### config.mk
export PLATFORM = sky130hd
export DESIGN_NAME = multicycle_alu
export DESIGN_NICKNAME = d
export VERILOG_FILES = /design/src/rtl/alu_pkg.sv /design/src/rtl/alu_iter_unit.sv /design/src/rtl/multicycle_alu.sv
export SDC_FILE = /design/constraint.sdc
export NUM_CORES = 1
export LEC_CHECK = 0
export CORE_MARGIN = 5
export CORE_UTILIZATION = 41
export DETAILED_ROUTE_END_ITERATION = 8
export SLEW_MARGIN = 0
export SYNTH_ARGS = -nofsm -noshare
export SYNTH_HDL_FRONTEND = slang
export SYNTH_SLANG_ARGS = --single-unit
### constraint.sdc
create_clock -name CLK -period 3 [get_ports CLK]
set_input_delay 0.6 -clock CLK [delete_from_list [all_inputs] [get_ports CLK]]
set_output_delay 0.6 -clock CLK [all_outputs]
set_load 0.005 [all_outputs]
### src/rtl/alu_pkg.sv
// Shared opcode encodings and FSM state type for the multicycle ALU.
package alu_pkg;

  localparam logic [2:0] OpAnd  = 3'b000;
  localparam logic [2:0] OpOr   = 3'b001;
  localparam logic [2:0] OpAdd  = 3'b010;
  localparam logic [2:0] OpDiv  = 3'b011;
  localparam logic [2:0] OpSub  = 3'b100;
  localparam logic [2:0] OpMul  = 3'b101;
  localparam logic [2:0] OpSlt  = 3'b110;
  localparam logic [2:0] OpSltu = 3'b111;

  typedef enum logic [1:0] {StIdle, StMul, StDiv, StDone} alu_state_e;

  function automatic logic is_iter_op(input logic [2:0] op);
    return (op == OpMul) || (op == OpDiv);
  endfunction

endpackage

### src/rtl/alu_iter_unit.sv
// Iterative datapath: shift-add multiply or restoring divide, one bit per cycle.
module alu_iter_unit
  import alu_pkg::*;
#(
  parameter int unsigned Width = 32
) (
  input  logic             clk_i,
  input  logic             rst_i,
  input  logic             start_i,
  input  logic [2:0]       op_i,
  input  logic [Width-1:0] a_i,
  input  logic [Width-1:0] b_i,
  output logic             done_o,
  output logic [Width-1:0] result_o
);

  localparam int unsigned CntW = $clog2(Width + 1);

  logic             busy_q, busy_d;
  logic             is_div_q, is_div_d;
  logic [CntW-1:0]  cnt_q, cnt_d;
  // acc: product accumulator (MUL) or partial remainder (DIV)
  // opa: multiplicand (MUL) or dividend shifting into quotient (DIV)
  logic [Width-1:0] acc_q, acc_d;
  logic [Width-1:0] opa_q, opa_d;
  logic [Width-1:0] opb_q, opb_d;
  logic [Width:0]   rem_shift, rem_diff;

  always_comb begin
    busy_d    = busy_q;
    is_div_d  = is_div_q;
    cnt_d     = cnt_q;
    acc_d     = acc_q;
    opa_d     = opa_q;
    opb_d     = opb_q;
    rem_shift = {acc_q, opa_q[Width-1]};
    rem_diff  = rem_shift - {1'b0, opb_q};
    if (start_i) begin
      busy_d   = 1'b1;
      is_div_d = (op_i == OpDiv);
      cnt_d    = CntW'(Width);
      acc_d    = '0;
      opa_d    = a_i;
      opb_d    = b_i;
    end else if (busy_q) begin
      if (cnt_q == '0) begin
        busy_d = 1'b0;
      end else begin
        cnt_d = cnt_q - CntW'(1);
        if (is_div_q) begin
          // A zero divisor never borrows, so the quotient fills with ones.
          if (!rem_diff[Width]) begin
            acc_d = rem_diff[Width-1:0];
            opa_d = {opa_q[Width-2:0], 1'b1};
          end else begin
            acc_d = rem_shift[Width-1:0];
            opa_d = {opa_q[Width-2:0], 1'b0};
          end
        end else begin
          if (opb_q[0]) begin
            acc_d = acc_q + opa_q;
          end
          opa_d = opa_q << 1;
          opb_d = opb_q >> 1;
        end
      end
    end
  end

  always_ff @(posedge clk_i) begin
    if (rst_i) begin
      busy_q   <= 1'b0;
      is_div_q <= 1'b0;
      cnt_q    <= '0;
      acc_q    <= '0;
      opa_q    <= '0;
      opb_q    <= '0;
    end else begin
      busy_q   <= busy_d;
      is_div_q <= is_div_d;
      cnt_q    <= cnt_d;
      acc_q    <= acc_d;
      opa_q    <= opa_d;
      opb_q    <= opb_d;
    end
  end

  assign done_o   = busy_q && (cnt_q == '0);
  assign result_o = is_div_q ? opa_q : acc_q;

endmodule

### src/rtl/multicycle_alu.sv
// Valid/ready ALU: logic/add/sub/compare in one cycle, MUL/DIV over WIDTH+1 cycles.
module multicycle_alu
  import alu_pkg::*;
#(
  parameter int unsigned WIDTH = 32
) (
  input  logic             CLK,
  input  logic             RST,
  input  logic             InValid,
  output logic             InReady,
  input  logic [WIDTH-1:0] SrcA,
  input  logic [WIDTH-1:0] SrcB,
  input  logic [2:0]       ALUControl,
  output logic             OutValid,
  input  logic             OutReady,
  output logic [WIDTH-1:0] ALUResult,
  output logic             ZeroFlag,
  output logic             OverflowFlag,
  output logic             DivZeroFlag
);

  alu_state_e       state_q, state_d;
  logic [WIDTH-1:0] a_q, a_d, b_q, b_d;
  logic [2:0]       op_q, op_d;
  logic [WIDTH-1:0] result_q, result_d;
  logic             ovf_q, ovf_d, dz_q, dz_d, valid_q, valid_d;

  logic             start;
  logic             iter_done;
  logic [WIDTH-1:0] iter_result;
  logic [WIDTH-1:0] sum, diff, single_res;
  logic             single_ovf;

  assign start = (state_q == StIdle) && InValid && is_iter_op(ALUControl);

  alu_iter_unit #(
    .Width(WIDTH)
  ) u_iter (
    .clk_i   (CLK),
    .rst_i   (RST),
    .start_i (start),
    .op_i    (ALUControl),
    .a_i     (SrcA),
    .b_i     (SrcB),
    .done_o  (iter_done),
    .result_o(iter_result)
  );

  always_comb begin
    sum        = a_q + b_q;
    diff       = a_q - b_q;
    single_res = '0;
    single_ovf = 1'b0;
    case (op_q)
      OpAnd:  single_res = a_q & b_q;
      OpOr:   single_res = a_q | b_q;
      OpAdd: begin
        single_res = sum;
        single_ovf = (a_q[WIDTH-1] == b_q[WIDTH-1]) && (sum[WIDTH-1] != a_q[WIDTH-1]);
      end
      OpSub: begin
        single_res = diff;
        single_ovf = (a_q[WIDTH-1] != b_q[WIDTH-1]) && (diff[WIDTH-1] != a_q[WIDTH-1]);
      end
      OpSlt:  single_res = {{(WIDTH-1){1'b0}}, $signed(a_q) < $signed(b_q)};
      OpSltu: single_res = {{(WIDTH-1){1'b0}}, a_q < b_q};
      default: ;
    endcase
  end

  always_comb begin
    state_d  = state_q;
    a_d      = a_q;
    b_d      = b_q;
    op_d     = op_q;
    result_d = result_q;
    ovf_d    = ovf_q;
    dz_d     = dz_q;
    valid_d  = valid_q;
    unique case (state_q)
      StIdle: begin
        if (InValid) begin
          a_d  = SrcA;
          b_d  = SrcB;
          op_d = ALUControl;
          if (ALUControl == OpMul)      state_d = StMul;
          else if (ALUControl == OpDiv) state_d = StDiv;
          else                          state_d = StDone;
        end
      end
      StMul, StDiv: begin
        if (iter_done) begin
          result_d = iter_result;
          ovf_d    = 1'b0;
          dz_d     = (state_q == StDiv) && (b_q == '0);
          valid_d  = 1'b1;
          state_d  = StDone;
        end
      end
      StDone: begin
        // Single-cycle ops arrive here with valid low and capture on this cycle.
        if (!valid_q) begin
          result_d = single_res;
          ovf_d    = single_ovf;
          dz_d     = 1'b0;
          valid_d  = 1'b1;
        end else if (OutReady) begin
          valid_d = 1'b0;
          state_d = StIdle;
        end
      end
      default: state_d = StIdle;
    endcase
  end

  always_ff @(posedge CLK) begin
    if (RST) begin
      state_q  <= StIdle;
      a_q      <= '0;
      b_q      <= '0;
      op_q     <= OpAnd;
      result_q <= '0;
      ovf_q    <= 1'b0;
      dz_q     <= 1'b0;
      valid_q  <= 1'b0;
    end else begin
      state_q  <= state_d;
      a_q      <= a_d;
      b_q      <= b_d;
      op_q     <= op_d;
      result_q <= result_d;
      ovf_q    <= ovf_d;
      dz_q     <= dz_d;
      valid_q  <= valid_d;
    end
  end

  assign InReady      = (state_q == StIdle);
  assign OutValid     = valid_q;
  assign ALUResult    = result_q;
  assign ZeroFlag     = (result_q == '0);
  assign OverflowFlag = ovf_q;
  assign DivZeroFlag  = dz_q;

endmodule

# Word level (Yosys, flattened, before mapping)
# Cells that the tools add are included.
# word_totals
register_bits	208
latchBits	0
ramBits	0
mem_bits_ro	0
inputBits	71
output_inout_bits	37
word_cells	112
n_memories	0
# op_classes
add_sub_neg	5
mul	0
div	0
n_lt_le_gt_ge	2
eq_ne	21
shifts	0
mux	41
bitwise_logic	3
reduce_logical	25
# ops
operator	n
32-bit 2-to-1 mux	13
32-bit case mux with 6 select lines	1
32-bit adder	2
32-bit logical NOT	2
32-bit less-than comparator	2
32-bit case mux with 2 select lines	1
33-bit by 32-bit subtractor with 33-bit output	1
32-bit AND	1
32-bit bitwise OR	1
32-bit subtractor	1
6-bit 2-to-1 mux	3
2-bit != test, second input constant	7
1-bit 2-to-1 mux	13
3-bit == test, second input constant	4
2-bit 2-to-1 mux	5
3-bit AND reduction	3
1-bit case mux with 2 select lines	4
2-bit AND reduction	4
3-bit by 2-bit == test with 1-bit output, second input constant	2
1-bit logical AND	6
6-bit logical NOT	1
2-bit case mux with 3 select lines	1
2-bit nonzero test	3
6-bit by 1-bit subtractor with 6-bit output, second input constant	1
other kinds (11)	15

# Longest topological paths before layout
# Gate-level depths: netlist (run 1).
# logic_depth
ltp_word	6
mapped_depth	15
mapped_depth_nobuf	14

# Hierarchy
# A second synthesis (run 1) with hierarchy kept.
# hier_totals
cells_unflattened	2420
area_unflattened_um2	17845.9
# by_module_without_submodules
mod	n_inst	cells_each	area_per_inst_um2	seq_area_each_um2
multicycle_alu	1	1284	9241.4	2082.0
alu_iter_unit	1	1136	8604.5	2082.0

# Worst setup path before layout (run 1)
# OpenSTA, ideal clock, no wires.
# synth_path
path_kind	reg-to-reg
startpoint	register u_iter.opa_q[31]
endpoint	register u_iter.acc_q[4]
setup_ps	117
t_arrival_ps	2857
required_ps	2883
path_slack_ps	26
stages_incl_launch_ff	16
path_buffers	2
period_less_slack_ps	2974
cell_sequence	dfxtp_1 > inv_1 > ha_1 > fa_1 > nand2b_1 > a21oi_1 > a211oi_1 > nand2b_1 > a31oi_1 > o21ai_1 > xor2_1 > buf_2 > buf_2 > mux2i_1 > nand2_1 > a22o_1
# synth_between
elab_chain_cells	3
# synth_lines
element	line	rtl
from (decl)	alu_iter_unit.sv:25	logic [Width-1:0] opa_q, opa_d;
from (signal assigned)	alu_iter_unit.sv:83	opa_q <= opa_d;
33-bit by 32-bit subtractor with 33-bit output	alu_iter_unit.sv:37	rem_diff = rem_shift - {1'b0, opb_q};
32-bit 2-to-1 mux	alu_iter_unit.sv:52	if (!rem_diff[Width]) begin
32-bit 2-to-1 mux	alu_iter_unit.sv:50	if (is_div_q) begin
to (signal assigned)	alu_iter_unit.sv:75	acc_q <= '0;
to (signal assigned)	alu_iter_unit.sv:82	acc_q <= acc_d;
to (decl)	alu_iter_unit.sv:24	logic [Width-1:0] acc_q, acc_d;
# Every way passes these cells.
# A chain may end at the register's enable or synchronous reset.

# Worst setup path after layout (run 1)
# layout_path
startpoint	register b_q[6]
endpoint	register result_q[25], in the netlist ALUResult[25]
# layout_between
elab_chain_cells	4
elab_cells_between_ends	5
cone_classes	add/sub (2); mux (3)
# layout_lines
element	line	rtl
from (decl)	multicycle_alu.sv:23	logic [WIDTH-1:0] a_q, a_d, b_q, b_d;
from (signal assigned)	multicycle_alu.sv:120	b_q <= '0;
from (signal assigned)	multicycle_alu.sv:129	b_q <= b_d;
32-bit subtractor or 32-bit adder (tied branches)	multicycle_alu.sv:51, multicycle_alu.sv:50	
32-bit case mux with 6 select lines (*)	multicycle_alu.sv:54	case (op_q)
32-bit 2-to-1 mux (*)	multicycle_alu.sv:102	if (!valid_q) begin
32-bit case mux with 2 select lines (*)	multicycle_alu.sv:80	unique case (state_q)
to (signal assigned)	multicycle_alu.sv:131	result_q <= result_d;
to (decl)	multicycle_alu.sv:25	logic [WIDTH-1:0] result_q, result_d;
# Mark *: on every way between the ends. The rest lies on a longest branch, timed or not. The select of a mux whose other input is x is not followed.

==> metrics.csv, run 1 <==
metric;value;unit
Die Area;46400;sq um
reg2reg start;b_q[6];
Pwr Density;750;nW/um^2
final number of hold-violating endpoints;0;
Reg clk slew, reported paths;0.06;ns
initial antenna violation count;0;
failing checks;negative setup slack;
worst hold stages;2;
GRT Overall Usage;28.0;%
share of the synthesized area in the top cell type;24.1;%
Final Util;56.5;%
post-route cell area;23700;sq um
Congestion Overflow GR;0;
worst skew pair latency;0.56;ns
total wire length;69700;um
# setup viols final;9;
fin crit period;3.14;ns
Final ANT Viol Nets;0;
fin worst setup slack;-0.140;ns
residual DRC count;0;
Initial Util;41.3;%
Slew headroom;10.9;%
Hold Path Origin;RST;
clk_skew;0.0106;ns
chip height;215;um
Max-cap violations;0;
depth of the most critical reg-to-reg path;13;
PortBufs;107;
H-tree Lvls;1;
core area;41900;sq um
Post-DP HPWL;52400;um
worst vdd ir;0.429;mV
setup_tns;-0.597;ns
sequential fraction of the synthesis area;24.1;%
Synth warnings;0;
Nets;2985;
compound-cell area share of the yosys netlist;28.8;%
largest family of logic cells by synthesized area;compound AO/OA/AOI/OAI gates;
Die Span X;215;um
slew at the pin closest to its max-slew limit;1.33;ns
Slew Limit Fails;0;
Main synth FF type;dfxtp_1;
Cell Area, Synth;17300;sq um
Wirelength per Cell;21.1;um
critical path, cell by cell;inv_2 -> ha_4 -> or4_4 -> nor4_4 -> buf_4 -> nor4_4 -> a21oi_2 -> buf_4 -> o21ai_4 -> a2111oi_4 -> o41ai_1 -> nor3b_2 -> nor4_4;
post-synthesis mux area share;3.60;%
CP max stage delay;0.56;ns
vias per cell;5.79;
Tcrit/Tclk final;105;%
slowest CP cell;or4_4;
Iter 0 DRT Violations;1619;
GPL Wtd Cong;0.934;
Leak;9.65;nW
post-synth top area cell;dfxtp_1;
Fin Hold WS;0.386;ns
Critical Path Most Common Cell;nor4_4;
Syn Inst Count;2364;
Worst Path Max Fanout;3;
Site Rows;75;
Max Clk Rate;319;MHz
TritonCTS clock tree;yes;
post-synthesis simple-gate area fraction;20.9;%
vias in the first global route;18200;
hold buffers post-CTS;0;
Crit. End Element;flop;
total power;17.7;mW
TritonCTS Sinks;208;
total CTS buffers;27;
# diodes;0;
#FFs+latches synth;208;
placed cell area;21200;sq um
Post-synth EDFFs;0;
Setup Crit Path Kind;reg -> reg;
Via Count;19100;
IO Pins;108;
status;finished, violations left;
layout cells sized above 1;24.2;%
Synthesized Nets;2609;
first-pass GRT wire length;104000;um
Critical Path Start Type;flop;
worst reg2reg endpoint;ALUResult[25];
Layout Cells excl Fill;3298;
largest net degree at the start of global routing;154;
post-placement setup slack;-0.345;ns
Critical Path RT;3.41;ns
WP data arrival;3.55;ns
Layout area overhead;36.8;%
top cells by area, synth;dfxtp_1 (24%), ha_1 (12%), nand2_1 (8.0%);
Placed Instances;3202;
unrepaired setup endpoints after global routing;true;
Root Buffer Master;clkbuf_16;
DR pass1 iterations;5;
fraction of registers with async set/reset;0;%
synthesized area per cell;7.31;sq um
reg-to-reg slack, setup;-0.14;ns
synth unique cells;89;
hold crit path type;in -> reg;
CTS Buffer Depth;3;
Synth Area in XOR/XNOR;3.50;%
Adder-Cell Fraction of Synth Area;12.8;%
Worst Hold Endpoint;u_iter.opb_q[16];
## critical path, delay by kind of cell, from the launching register on
family / cells / cell delay [ns]
fa+ha+maj: 1 / 0.24
compound gates: 4 / 0.79
buf+inv: 3 / 0.37
flops: 1 / 0.33
simple gates: 5 / 1.26
## metal layers
layer  global-route usage, %  vias up  wire [um]
met5                       0        -          0
met4                    7.57        0       1750
li1                        -     9216          -
met2                    45.1      676      31300
met3                    3.10      110       4700
met1                    40.0     9098      31900
## synthesized netlist by cell type (all sizes together) (13+ instances only)
cell,number
and2,14
a221o,14
o21ai,126
inv,142
a21oi,260
o21a,20
nand3,26
clkbuf,115
buf,27
a311oi,69
xnor2,49
xor2,20
a211oi,40
nor3,30
o21bai,19
o211ai,21
mux2i,51
nor4,31
dfxtp,208
ha,170
nor2b,23
o221ai,18
nand2,369
nand2b,28
a31oi,22
nand4,13
nor2,231
a221oi,14
a21o,48
## cell usage in the layout (no fill, tap or decap), drive strengths merged, types with 26 or more instances in the layout
cell type / count
ha: 170
a21o: 48
nand3: 26
a211oi: 40
a21oi: 260
clkdlybuf4s50: 106
xnor2: 49
buf: 383
nand2: 369
nor4: 31
dfxtp: 208
o21ai: 126
nor3: 30
clkbuf: 34
nand2b: 28
inv: 144
nor2: 231
a311oi: 69
mux2i: 51
## cell families after synthesis
| family | count (synthesis) |
|---|---|
| simple gates | 817 |
| fa+ha+maj | 174 |
| mux | 61 |
| buf+inv | 284 |
| xor+xnor | 69 |
| compound gates | 751 |
| flops | 208 |
## worst max-delay path by stage
stage | startpoint | to | slack [ns] | depth (start not counted)
after floorplan | u_iter.opa_q[31] | u_iter.acc_q[4] | 0.03 | 15
after global placement | u_iter.opa_q[31] | u_iter.acc_q[7] | -0.29 | 16
after detailed placement | u_iter.opa_q[31] | u_iter.acc_q[18] | -0.34 | 16
after CTS | a_q[1] | ALUResult[15] | -0.08 | 12
after global routing | a_q[0] | ALUResult[22] | -0.24 | 14
final | b_q[6] | ALUResult[25] | -0.14 | 13
## flip-flops by register name (all words and copies together), names as in the netlist, 2 cells and up
name          cells
ALUResult        32
a_q              32
b_q              32
u_iter.acc_q     32
u_iter.opa_q     32
u_iter.opb_q     32
u_iter.cnt_q      6
op_q              3
state_q           2
## layout make-up
cell class                 instances  area [sq um]
fill                            3947         18200
multi-input combinational       1872         13200
sequential                       208          4200
timing repair buffer             489          4140
clock buffer                      34           742
tap                              539           674
inverter                         142           536
clock inverter                    14           158
## repair_timing
item                                    in CTS  in global routing
setup buffers                               30                 25
gates resized for setup                    137                131
pin swaps                                   66                 90
cloned                                       1                  0
endpoints found under the setup margin      51                 54
## where the power goes
part           switching (mW)  internal (mW)  total (mW)  leakage [nW]
registers               0.440           3.23        3.67          1.71
logic                    6.04           4.63        10.7          7.51
clock network            1.39           2.00        3.39         0.440
total                    7.86           9.86        17.7          9.65
Note: power is estimated with default switching activity, not from simulation.
==> run 2, diff against run 1 <==
==> constraint.sdc (replaced) <==
create_clock -name CLK -period 3 [get_ports CLK]
set_input_delay 0.75 -clock CLK [delete_from_list [all_inputs] [get_ports CLK]]
set_output_delay 0.75 -clock CLK [all_outputs]
set_load 0.005 [all_outputs]
==> run 2 against run 1 <==
Effect of this change:
- the flow still finishes with violations (negative setup slack)
- worst setup slack got worse by 0.071 ns
- clock-buffer cell count is 2 higher
- total power decreased by 2.8%
- wire length fell by 1.6%
- first-iteration DRC count down 9.6%
- largest power group unchanged
==> metrics.csv, run 2 (synthesized netlist as in run 1, its figures left out) <==
metric;value;unit;change
# setup viols final;10;;+1
total CTS buffers;27;;unchanged
placed cell area;21000;sq um;-0.56%
worst skew pair latency;0.57;ns;about the same
IO Pins;108;;unchanged
CP max stage delay;0.54;ns;-0.02 ns
TritonCTS clock tree;yes;;
Initial Util;41.3;%;unchanged
WP data arrival;3.64;ns;+0.09 ns
hold buffers post-CTS;0;;unchanged
Critical Path RT;3.43;ns;+0.02 ns
critical path launch point;b_q[0];;
status;finished, violations left;;
CTS Buffer Depth;3;;unchanged
Wirelength per Cell;20.9;um;-1.2%
Setup Crit Path Kind;reg -> reg;;
fin worst setup slack;-0.210;ns;-0.0707 ns
H-tree Lvls;1;;unchanged
fill cell count;3994;;+1.2%
unrepaired setup endpoints after global routing;true;;
fin crit period;3.21;ns;+0.0707 ns
Reg clk slew, reported paths;0.06;ns;about the same
most common cell after layout, fill and taps aside;nand2_1;;
largest net degree at the start of global routing;122;;-21%
worst vdd ir;0.462;mV;+7.6%
Layout area overhead;34.8;%;
Placed Instances;3193;;-0.28%
WP depth;14;;+1
Critical Path Most Common Cell;a221o_1;;
GRT Overall Usage;27.7;%;-0.28 points
CP endpoint;ALUResult[22];;
Die Area;46400;sq um;unchanged
Crit. End Element;flop;;
Worst Path Max Fanout;5;;+2
chip height;215;um;unchanged
Congestion Overflow GR;0;;unchanged
layout cells sized above 1;24.0;%;-0.28 points
critical path, cell by cell;buf_6 -> ha_4 -> inv_2 -> fa_2 -> nor2b_4 -> o21ai_2 -> and3_4 -> or4_4 -> a31o_4 -> and2_4 -> a221o_1 -> a221o_1 -> a21oi_2 -> nor3_1;;
Root Buffer Master;clkbuf_16;;
final number of hold-violating endpoints;0;;unchanged
core area;41900;sq um;unchanged
reg-to-reg slack, setup;-0.21;ns;-0.07 ns
reg2reg start;b_q[0];;
Via Count;18800;;-1.5%
Pwr Density;740;nW/um^2;-1.3%
TritonCTS Sinks;208;;unchanged
setup_tns;-1.15;ns;-0.552 ns
Max-cap violations;0;;unchanged
Slew Limit Fails;0;;unchanged
PortBufs;107;;unchanged
Worst Path Buf+Inv;2;;-1
failing checks;negative setup slack;;
Layout Cells excl Fill;3284;;-0.42%
GPL Wtd Cong;0.946;;+1.3%
Die Span X;215;um;unchanged
clk_skew;0.0190;ns;+0.00843 ns
initial antenna violation count;0;;unchanged
CP top delay family;simple AND/OR/NAND/NOR gates;;
# diodes;0;;unchanged
residual DRC count;0;;unchanged
Critical Path Start Type;flop;;
Hold Path Origin;state_q[0];;
worst reg2reg endpoint;ALUResult[22];;
Final ANT Viol Nets;0;;unchanged
Slew headroom;22.9;%;+12 points
Tcrit/Tclk final;107;%;+2.4 points
Final Util;55.7;%;-0.83 points
Nets;2970;;-0.50%
first-pass GRT wire length;104000;um;-0.23%
vias in the first global route;18300;;+0.46%
Post-DP HPWL;51900;um;-1.1%
total wire length;68600;um;-1.6%
Site Rows;75;;unchanged
depth of the most critical reg-to-reg path;14;;+1
slew at the pin closest to its max-slew limit;1.15;ns;-0.178 ns
Iter 0 DRT Violations;1464;;-9.6%
vias per cell;5.73;;-1.1%
Leak;9.55;nW;-1.0%
slowest CP cell;or4_4;;
DR pass1 iterations;6;;+1
commonest non-fill, non-tap cells in the layout;nand2_1 (365), buf_4 (348), a21oi_1 (232), nor2_1 (224), dfxtp_1 (175);;
hold crit path type;reg -> reg;;
Max Clk Rate;311;MHz;-2.2%
post-route cell area;23300;sq um;-1.5%
run 2: changes by cell type in the layout (fill, tap and decap cells not counted), moves of 4 or more:
cell | before | now
a21oi_4 | 7 | 2
dfxtp_1 | 185 | 175
buf_12 | 10 | 5
ha_2 | 6 | 10
dfxtp_2 | 19 | 28
buf_6 | 20 | 12
buf_4 | 352 | 348
inv_2 | 12 | 16
ha_1 | 140 | 135
a21oi_1 | 228 | 232
run 2: where the power goes:
group	total [mW]	switching (mW)	internal, mW
logic	10.2	5.76	4.44
clock network	3.36	1.40	1.97
registers	3.67	0.438	3.23
run 2: worst min path at each step:
stage                      end  slack (ns)  depth (start not counted)
CTS                 state_q[0]        0.48                          2
finish              state_q[0]        0.48                          2
global placement        a_q[0]        0.46                          2
global route        state_q[0]        0.50                          2
floorplan           state_q[0]        0.45                          2
detailed placement  state_q[0]        0.47                          2
run 2: per-layer routing:
metal  GRT usage, %  wire length [um]  vias up
li1               -                 -     9171
met1           38.9             31800     8932
met2           45.0             30900      603
met3           3.79              4150      111
met4           7.21              1760        0
met5              0                 0        -
run 2: worst register-to-register path: cells and delay by family (launching register included):
family                   cells  cell delay, ns
flip-flops                   1            0.34
adder cells (fa/ha/maj)      2            0.35
AO/OA/AOI/OAI                5            1.09
AND/OR/NAND/NOR              5            1.13
buffers and inverters        2            0.17
run 2: cell type report:
cell class / instances / area, sq um / area share [%]
clock inverters: 13 / 129 / 0.553
clock buffers: 36 / 769 / 3.30
multi-input cells: 1872 / 13000 / 55.9
repair buffers: 474 / 3960 / 17.0
inverters: 142 / 533 / 2.29
well taps: 539 / 674 / 2.89
flip-flops and latches: 208 / 4220 / 18.1
run 2: repair_timing:
item	4_1_cts	5_1_grt
pin swaps	23	111
setup buffers	17	33
cloned	1	0
resized for setup	60	190
hold endpoints to repair	0	0
endpoints found under the setup margin	53	58
run 2: metrics by stage:
step,worst slack [ns],hold WS [ns],total power [mW]
after global placement,-0.487,0.464,12.6
after global routing,-0.276,0.498,18.2
after CTS,-0.137,0.478,16.5
after floorplan,0.0263,0.449,8.86
final,-0.210,0.480,17.2
after detailed placement,-0.508,0.470,12.7
==> run 3, diff against run 2 <==
- CORE_ASPECT_RATIO: default -> 1.2
- SKIP_CTS_REPAIR_TIMING: default -> 1
==> run 3 against run 2 <==
Effect of this change:
- the run still ends with negative setup slack left
- combinational power hardly changed
- largest cell class unchanged
- largest power group unchanged
- clock power is essentially flat
- worst setup slack gained 0.066 ns
- total power rose by 0.12%
- hold slack got worse by 0.0094 ns
- sequential cell count unchanged
==> metrics.csv, run 3 (synthesized netlist as in run 1, its figures left out) <==
metric;value;unit;change
status;finished, violations left;;
failing checks;negative setup slack;;
total CTS buffers;26;;-3.7%
Slew Limit Fails;0;;unchanged
total wire length;67800;um;-1.1%
Via Count;18900;;+0.70%
Die Span X;197;um;-8.3%
PortBufs;107;;unchanged
reg-to-reg slack, setup;-0.14;ns;+0.07 ns
fin worst setup slack;-0.144;ns;+0.0664 ns
TritonCTS Sinks;208;;unchanged
post-placement setup slack;-0.292;ns;+0.215 ns
Nets;2952;;-0.61%
Switching Fraction;43.8;%;-0.25 points
GPL Wtd Cong;0.948;;+0.22%
Reg clk slew, reported paths;0.06;ns;about the same
depth of the most critical reg-to-reg path;14;;unchanged
Post-DP HPWL;51900;um;about the same
Internal;9.70;mW;+0.57%
layout cells sized above 1;22.7;%;-1.2 points
most common cell after layout, fill and taps aside;nand2_1;;
DR pass1 iterations;5;;-1
initial antenna violation count;0;;unchanged
Iter 0 DRT Violations;1490;;+1.8%
Final ANT Viol Nets;0;;unchanged
slew at the pin closest to its max-slew limit;0.801;ns;-0.352 ns
fill cell count;3932;;-1.6%
Layout Cells excl Fill;3273;;-0.33%
core area;41800;sq um;-0.23%
commonest non-fill, non-tap cells in the layout;nand2_1 (363), buf_4 (319), a21oi_1 (233), nor2_1 (226), dfxtp_1 (185);;
placed cell area;21100;sq um;+0.29%
Gate power share;59.5;%;+0.3 points
WP data arrival;3.56;ns;-0.08 ns
Fin Hold WS;0.471;ns;-0.00937 ns
Slew headroom;46.0;%;+23 points
post-route cell area;23300;sq um;about the same
Placed Instances;3197;;+0.13%
CP max stage delay;0.47;ns;-0.07 ns
Tcrit/Tclk final;105;%;-2.2 points
Root Buffer Master;clkbuf_16;;
chip height;235;um;+9.1%
switching pwr;7.56;mW;-0.44%
Congestion Overflow GR;0;;unchanged
unrepaired setup endpoints after global routing;true;;
Crit. End Element;flop;;
Max-cap violations;0;;unchanged
final number of hold-violating endpoints;0;;unchanged
Layout area overhead;34.9;%;about the same
H-tree Lvls;1;;unchanged
TritonCTS clock tree;yes;;
CP top delay family;compound AO/OA/AOI/OAI gates;;
GRT Overall Usage;27.1;%;-0.60 points
# setup viols final;32;;+22
vias in the first global route;18000;;-1.2%
critical path, cell by cell;inv_2 -> ha_4 -> inv_2 -> fa_2 -> nor2b_4 -> o21ai_2 -> and3_4 -> or4_4 -> a31o_4 -> and2_4 -> a221o_1 -> a221o_1 -> a21oi_2 -> nor3_1;;
Critical Path Start Type;flop;;
Worst Path Max Fanout;5;;unchanged
worst reg2reg endpoint;ALUResult[22];;
worst vdd ir;0.529;mV;+15%
fin crit period;3.14;ns;-0.0664 ns
vias per cell;5.79;;+1.0%
Site Rows;82;;+9.3%
clk_skew;0.0207;ns;+0.00173 ns
IO Pins;108;;unchanged
Max Clk Rate;318;MHz;+2.1%
slowest CP cell;or4_4;;
CTS Buffer Depth;3;;unchanged
# diodes;0;;unchanged
total power;17.3;mW;+0.12%
hold crit path type;reg -> reg;;
share of power burned in registers;21.2;%;about the same
Initial Util;41.4;%;+0.094 points
first-pass GRT wire length;101000;um;-2.7%
Setup Crit Path Kind;reg -> reg;;
Die Area;46400;sq um;about the same
largest net degree at the start of global routing;86;;-30%
Worst Hold Endpoint;a_q[3];;
worst hold stages;2;;unchanged
Worst Path Buf+Inv;2;;unchanged
Pwr Density;740;nW/um^2;about the same
reg2reg start;a_q[0];;
clock power share;19.3;%;-0.2 points
Leak;9.54;nW;about the same
Hold Path Origin;a_q[3];;
worst skew pair latency;0.56;ns;about the same
residual DRC count;0;;unchanged
Critical Path RT;3.42;ns;about the same
Wirelength per Cell;20.7;um;-0.78%
[run 3: changes by cell type in the layout (fill, tap and decap cells not counted), sizes merged]
cell | before | now
buf | 368 | 348
bufinv | 2 | 3
clkbuf | 36 | 40
clkinv | 6 | 5
clkinvlp | 4 | 2
[run 3: worst max-delay path by stage]
stage                             endpoint              from  slack [ns]  depth (start not counted)
final                        ALUResult[22]            a_q[0]       -0.14                         14
after global routing      u_iter.acc_q[17]  u_iter.opa_q[31]       -0.29                         16
after CTS                    ALUResult[15]            a_q[5]       -0.35                         11
after detailed placement     ALUResult[15]            a_q[5]       -0.29                         11
after global placement       ALUResult[15]            a_q[5]       -0.28                         11
after floorplan            u_iter.acc_q[4]  u_iter.opa_q[31]        0.03                         15
[run 3: layer usage]
| layer | global-route usage (%) | vias up | routed length [um] |
|---|---|---|---|
| met5 | 0 | - | 0 |
| met4 | 9.27 | 0 | 2660 |
| met3 | 2.39 | 143 | 3440 |
| met2 | 45.2 | 587 | 31900 |
| met1 | 36.8 | 9096 | 29800 |
| li1 | - | 9123 | - |
[run 3: per-stage QoR]
stage	utilization, %	setup TNS (ns)
after CTS	52.7	-9.80
after detailed placement	50.6	-8.24
after floorplan	-	0
after global routing	55.8	-7.59
final	55.8	-2.12
after global placement	50.6	-6.68
[run 3: final cells by class]
cell class | count | area (sq um) | share of cell area [%]
clock buffers | 37 | 743 | 3.19
clock inverters | 11 | 139 | 0.596
inverters | 142 | 533 | 2.29
multi-input cells | 1872 | 13000 | 55.9
flip-flops and latches | 208 | 4200 | 18.0
well taps | 546 | 683 | 2.93
repair buffers | 457 | 3980 | 17.1
[run 3: power by group through the flow]
stage                     sequential, mW  clock, mW  combinational [mW]
final                               3.66       3.33                10.3
after global routing                3.73       3.49                11.0
after CTS                           3.63       3.38                9.03
after detailed placement            3.69          0                8.99
after global placement              3.68          0                8.95
after floorplan                     3.62          0                5.24
[run 3: worst register-to-register path, cell delays in order (launching register included)]
cell and delay (ns):
dfxtp_4 0.35, inv_2 0.05, ha_4 0.15, inv_2 0.05
fa_2 0.20, nor2b_4 0.16, o21ai_2 0.09, and3_4 0.19
or4_4 0.47, a31o_4 0.28, and2_4 0.19, a221o_1 0.31
a221o_1 0.33, a21oi_2 0.13, nor3_1 0.06
